[src/rtl/action_executor.sv]
// action_executor: runs flow-value action instructions against a packet header; define ACTION_STATS_EN for hit/miss/drop counters
module action_executor #(
    parameter int HDR_MAX_LEN = 64,
    parameter int NUM_HEADERS = 8,
    parameter int MAX_VAL_LEN = 16
) (
    input  logic                     clk,
    input  logic                     rst,
    input  logic                     start_i,
    input  logic                     is_match_i,
    input  logic [MAX_VAL_LEN*8-1:0] flow_val_i,
    input  logic [HDR_MAX_LEN*8-1:0] pkt_hdr_i,
    input  logic [NUM_HEADERS*32-1:0] parsed_hdrs_i,
    input  logic                     mod_start_i,
    input  logic [7:0]               mod_default_port_i,
    input  logic                     mod_default_drop_i,
    output logic                     ready_o,
    output logic [HDR_MAX_LEN*8-1:0] pkt_hdr_o,
    output logic [7:0]               egress_port_o,
    output logic                     drop_o,
    output logic                     err_o
`ifdef ACTION_STATS_EN
    ,
    output logic [31:0]              hit_cnt_o,
    output logic [31:0]              miss_cnt_o,
    output logic [31:0]              drop_cnt_o
`endif
);
    localparam int SLOTS = MAX_VAL_LEN / 4;
    localparam int PW = SLOTS > 1 ? $clog2(SLOTS) : 1;
    localparam int AW = HDR_MAX_LEN > 1 ? $clog2(HDR_MAX_LEN) : 1;
    localparam int HW = NUM_HEADERS > 1 ? $clog2(NUM_HEADERS) : 1;

    typedef enum logic {IDLE, EXEC} state_t;
    state_t state, state_n;

    logic [HDR_MAX_LEN*8-1:0] work, work_n;
    logic [MAX_VAL_LEN*8-1:0] fv;
    logic [NUM_HEADERS*32-1:0] ph;
    logic [PW-1:0] pc;
    logic [7:0] port, port_n, def_port;
    logic err, err_n, drop_n, def_drop;
    logic [31:0] ins, base, addr;
    logic [7:0] op, hid, off, opd, cur;
    logic hid_ok, byte_op, fault, term;

    // state register
    always_ff @(posedge clk) begin
        if (rst) state <= IDLE;
        else state <= state_n;
    end

    // decode current slot, compute its effect on the work buffer and the next state
    always_comb begin
        ins = fv[pc*32 +: 32];
        op = ins[7:0];
        hid = ins[15:8];
        off = ins[23:16];
        opd = ins[31:24];
        hid_ok = {24'b0, hid} < 32'(NUM_HEADERS);
        base = hid_ok ? ph[hid[HW-1:0]*32 +: 32] : 32'b0;
        addr = base + {24'b0, off};
        byte_op = op == 8'h01 || op == 8'h02 || op == 8'h03;
        fault = byte_op && (!hid_ok || addr >= 32'(HDR_MAX_LEN));
        cur = work[addr[AW-1:0]*8 +: 8];
        work_n = work;
        if (byte_op && !fault)
            work_n[addr[AW-1:0]*8 +: 8] = op == 8'h01 ? opd : op == 8'h02 ? cur + opd : cur - opd;
        port_n = op == 8'h04 ? opd : port;
        drop_n = op == 8'h05;
        err_n = err | fault | (op > 8'h05);
        term = op == 8'h00 || op >= 8'h05 || pc == PW'(SLOTS - 1);
        state_n = state == IDLE ? ((start_i && is_match_i && !mod_start_i) ? EXEC : IDLE)
                                : (term ? IDLE : EXEC);
    end

    // config, packet capture, per-slot execution and result registers
    always_ff @(posedge clk) begin
        if (rst) begin
            ready_o <= 1'b0;
            pkt_hdr_o <= '0;
            egress_port_o <= 8'b0;
            drop_o <= 1'b0;
            err_o <= 1'b0;
            def_port <= 8'b0;
            def_drop <= 1'b0;
            work <= '0;
            fv <= '0;
            ph <= '0;
            pc <= '0;
            port <= 8'b0;
            err <= 1'b0;
`ifdef ACTION_STATS_EN
            hit_cnt_o <= 32'b0;
            miss_cnt_o <= 32'b0;
            drop_cnt_o <= 32'b0;
`endif
        end else begin
            ready_o <= 1'b0;
            if (state == IDLE) begin
                if (mod_start_i) begin
                    def_port <= mod_default_port_i;
                    def_drop <= mod_default_drop_i;
                end else if (start_i && !is_match_i) begin
                    pkt_hdr_o <= pkt_hdr_i;
                    egress_port_o <= def_port;
                    drop_o <= def_drop;
                    err_o <= 1'b0;
                    ready_o <= 1'b1;
`ifdef ACTION_STATS_EN
                    miss_cnt_o <= miss_cnt_o + 32'd1;
                    drop_cnt_o <= drop_cnt_o + 32'(def_drop);
`endif
                end else if (start_i) begin
                    work <= pkt_hdr_i;
                    fv <= flow_val_i;
                    ph <= parsed_hdrs_i;
                    pc <= '0;
                    port <= def_port;
                    err <= 1'b0;
                end
            end else begin
                work <= work_n;
                port <= port_n;
                err <= err_n;
                pc <= pc + 1'b1;
                if (term) begin
                    pkt_hdr_o <= work_n;
                    egress_port_o <= port_n;
                    drop_o <= drop_n;
                    err_o <= err_n;
                    ready_o <= 1'b1;
`ifdef ACTION_STATS_EN
                    hit_cnt_o <= hit_cnt_o + 32'd1;
                    drop_cnt_o <= drop_cnt_o + 32'(drop_n);
`endif
                end
            end
        end
    end
endmodule

[config.mk]
export PLATFORM = sky130hd
export DESIGN_NAME = action_executor
export DESIGN_NICKNAME = d
export VERILOG_FILES = /design/src/rtl/action_executor.sv
export SDC_FILE = /design/constraint.sdc
export NUM_CORES = 2
export LEC_CHECK = 0
export CORE_AREA = 2 2 562 564
export CTS_CLUSTER_DIAMETER = 200
export DETAILED_ROUTE_END_ITERATION = 7
export DIE_AREA = 0 0 564 566
export MAX_ROUTING_LAYER = met4
export PLACE_DENSITY_LB_ADDON = 0.2
export SYNTH_ARGS = -nofsm -noshare
export SYNTH_HDL_FRONTEND = slang
export SYNTH_SLANG_ARGS = --single-unit
[constraint.sdc]
create_clock -name clk -period 9.3 [get_ports clk]
set_clock_uncertainty 0.05 [all_clocks]
set_input_delay 1.86 -clock clk [delete_from_list [all_inputs] [get_ports clk]]
set_output_delay 1.86 -clock clk [all_outputs]
set_load 0.01 [all_outputs]
==> flow_summary.json <==
{
  "status": "finished with violations",
  "violations": "max-capacitance violations, max-slew violations",
  "cts_tree": "yes",
  "grt_pass1_wl_mm": 851,
  "clk_pin_slew_ns": 0.06,
  "num_vias": 87000,
  "yosysMostFrequentCell": "nand2_1",
  "clk_path_buf_depth": 4,
  "worstHoldPathType": "reg -> reg",
  "grt.overflow.total": 0,
  "finalHoldViolCount": 0,
  "chipWidth_microns": 564,
  "cp_max_fo": 108,
  "worstPathArrival_ns": 9.98,
  "clockRootBuffer": "clkbuf_16",
  "slew_viol_final": 77,
  "synthArstFlopShare_pct": 0,
  "firstDrtPassIters": 6,
  "rrSetupSlack_ns": 0.08,
  "rr_worst_depth": 19,
  "synth_seq_area_share_pct": 39.3,
  "wire_per_inst_microns": 45.9,
  "fp-row-count": 206,
  "io_pins": 1433,
  "worstPathRequired_ns": 10.06,
  "synth_top_area_cell": "dfxtp_1",
  "worstSetupStartpointType": "register",
  "drtIter0Drc": 12200,
  "r2r_start": "pc[0]$_SDFFE_PP0P_",
  "cp-startpoint": "pc[0]$_SDFFE_PP0P_",
  "synth_seq_cells": 1440,
  "grt_usage_pct": 41.1,
  "htreeDepth": 4,
  "via_per_inst": 6.00,
  "finalSetupViolations": 0,
  "leakage_nw": 33.7,
  "tightest_slew_ns": 1.90,
  "io_buffer_count": 1432,
  "clock.fmax_mhz": 108,
  "powerDensity_mw_per_mm2": 193,
  "synthCells": 8762,
  "die-area_sq_mm": 0.319,
  "synth_top_area_share_pct": 39.3,
  "syn_area_sq_mm": 0.0733,
  "drive_gt1_share_pct": 11.6,
  "cts_inserted_buffers": 190,
  "synth_area_leaders": "dfxtp_1 (39%), nand2_1 (8.9%), mux4_2 (6.1%)",
  "setup_tns_ns": 0,
  "period_share_pct": 99.2,
  "syn_nets": 9693,
  "routed_wl_mm": 666,
  "grt_start_max_net_pins": 238,
  "clock_latency_ns": 0.92,
  "r2r-end": "work[90]$_SDFFE_PP0P_",
  "ys.warnings.count": 0,
  "core-area_sq_mm": 0.313,
  "yosysUniqueCellTypes": 96,
  "synth_top_flop_cell": "dfxtp_1",
  "finalCriticalPeriod_ns": 9.22,
  "finish.utilization_pct": 32.2,
  "dpl.hpwl_mm": 510,
  "cp-endpoint": "work[90]$_SDFFE_PP0P_",
  "antenna_found_initial": 207,
  "initial_core_util_pct": 23.4,
  "end_kind": "register",
  "power_mw": 19.5,
  "areaGrowthSynthToFinish_pct": 37.9,
  "cap_viol_max_count": 3,
  "avgSynthCellArea_sq_um": 8.36,
  "cts_setup_buffers": 0,
  "rsz0062_at_grt": "false",
  "slew_headroom_pct": -26.6,
  "peakVddDrop_mv": 0.162,
  "dieHeight_microns": 566,
  "synth_edf_count": 0,
  "cts.sinks": 1440,
  "grt_pass1_vias": 81600,
  "place.gp.congestion": 1.06,
  "drtAntennaViolNets": 0,
  "nets": 10900,
  "remaining_drc_errors": 0,
  "synthTopCellsByCount": "nand2_1 (1,734), dfxtp_1 (1,440), a21oi_1 (728), clkbuf_1 (716), o21ai_0 (588)",
  "critPathKind": "reg -> reg"
}
## where the power goes
| part | total, mW | internal, mW | leakage (nW) | switching [mW] |
|---|---|---|---|---|
| Sequential | 6.97 | 6.50 | 11.7 | 0.467 |
| Combinational | 4.42 | 1.40 | 18.7 | 3.02 |
| Clock | 8.09 | 4.74 | 3.24 | 3.35 |
| Total | 19.5 | 12.6 | 33.7 | 6.83 |
## flip-flops by register name, indices dropped and copies added, names as in the netlist
signal         flops
ph               256
def_port           8
egress_port_o      8
drop_o             1
pc                 2
fv               128
err                1
pkt_hdr_o        512
def_drop           1
state              1
ready_o            1
port               8
err_o              1
work             512
## cell type report
type                    count  area, sq um
diodes                    170          425
clock buffers             269         5580
clock inverters            74         1030
fillers                 33100       212000
inverters                  26          115
multi-input cells        6453        41400
flip-flops and latches   1440        28800
well taps                4160         5200
repair buffers           1904        18500
## metal layers
| layer | track usage (%) | wire (microns) | vias to the layer above |
|---|---|---|---|
| met5 | - | 0 | - |
| met4 | 26.4 | 50400 | 0 |
| met3 | 11.6 | 64600 | 1324 |
| met2 | 59.8 | 285000 | 5865 |
| met1 | 49.5 | 266000 | 44500 |
| li1 | - | - | 35300 |
## worst max-delay path, stage by stage (launching register included)
cell       delay [ns]
dfxtp_2          0.37
mux4_4           0.75
buf_12           0.29
mux4_2           0.68
nand2_1          0.10
a21oi_1          0.07
ha_1             0.44
o21ai_0          0.14
o2bb2ai_1        0.16
a211oi_1         0.38
o21ai_0          0.25
a2111oi_4        0.68
nand4_1          0.35
nor2_1           0.24
mux2i_1          0.69
nand3_2          0.85
buf_4            0.53
nor4_1           1.24
a211oi_1         0.28
a311oi_1         0.29
## layout by cell type, fill, tap and decap left out, drive strengths merged, types with 50 or more instances in the layout
cell and count:
nand2 1734, o31ai 58, mux4 200, o21ai 601, a22oi 229, nand4 89
a221oi 94, clkdlybuf4s50 1431, and3 90, a21oi 728, o221a 50, nand3 290
a31oi 186, diode 170, a21boi 50, mux2i 435, a311oi 124, nor2 405
buf 473, clkbuf 269, a211oi 108, dfxtp 1440, o22ai 60, nor4 134
nor3 161
## repair_timing
item,4_1_cts,5_1_grt
setup endpoints to repair,0,11
endpoints found under the hold margin,0,0
resized for setup,0,4
hold buffers,0,0
## how the worst min path moves through the flow
stage,depth (start not counted),to,start,slack [ns]
final,2,fv[86]$_SDFFE_PP0P_,fv[86]$_SDFFE_PP0P_,0.40
after floorplan,2,fv[71]$_SDFFE_PP0P_,fv[71]$_SDFFE_PP0P_,0.38
after global routing,2,port[3]$_SDFFE_PP0P_,port[3]$_SDFFE_PP0P_,0.41
after global placement,2,port[5]$_SDFFE_PP0P_,port[5]$_SDFFE_PP0P_,0.39
after CTS,2,port[0]$_SDFFE_PP0P_,port[0]$_SDFFE_PP0P_,0.40
after detailed placement,2,port[0]$_SDFFE_PP0P_,port[0]$_SDFFE_PP0P_,0.39
## logic make-up (layout without fill, tap and decap cells)
group | count (synthesis) | count (layout) | synth area share [%]
mux | 646 | 646 | 12.3
flops | 1440 | 1440 | 39.3
simple gates | 3103 | 3103 | 19.3
compound gates | 2651 | 2651 | 23.6
xor+xnor | 32 | 32 | 0.383
fa+ha+maj | 21 | 21 | 0.379
other cells | 0 | 170 | 0
buf+inv | 869 | 2273 | 4.71
## metrics by stage
stage / cells / worst slack [ns] / cell area, sq um / hold slack (ns)
2_1_floorplan: 8762 / 0.202 / 73300 / 0.381
3_3_place_gp: 14000 / 0.304 / 93900 / 0.388
3_5_place_dp: 14000 / 0.311 / 93900 / 0.394
4_1_cts: 14300 / 0.241 / 101000 / 0.403
5_1_grt: 14500 / 0.0587 / 101000 / 0.414
6_report: 14500 / 0.0763 / 101000 / 0.401
Note: power is estimated with default switching activity, not from simulation.
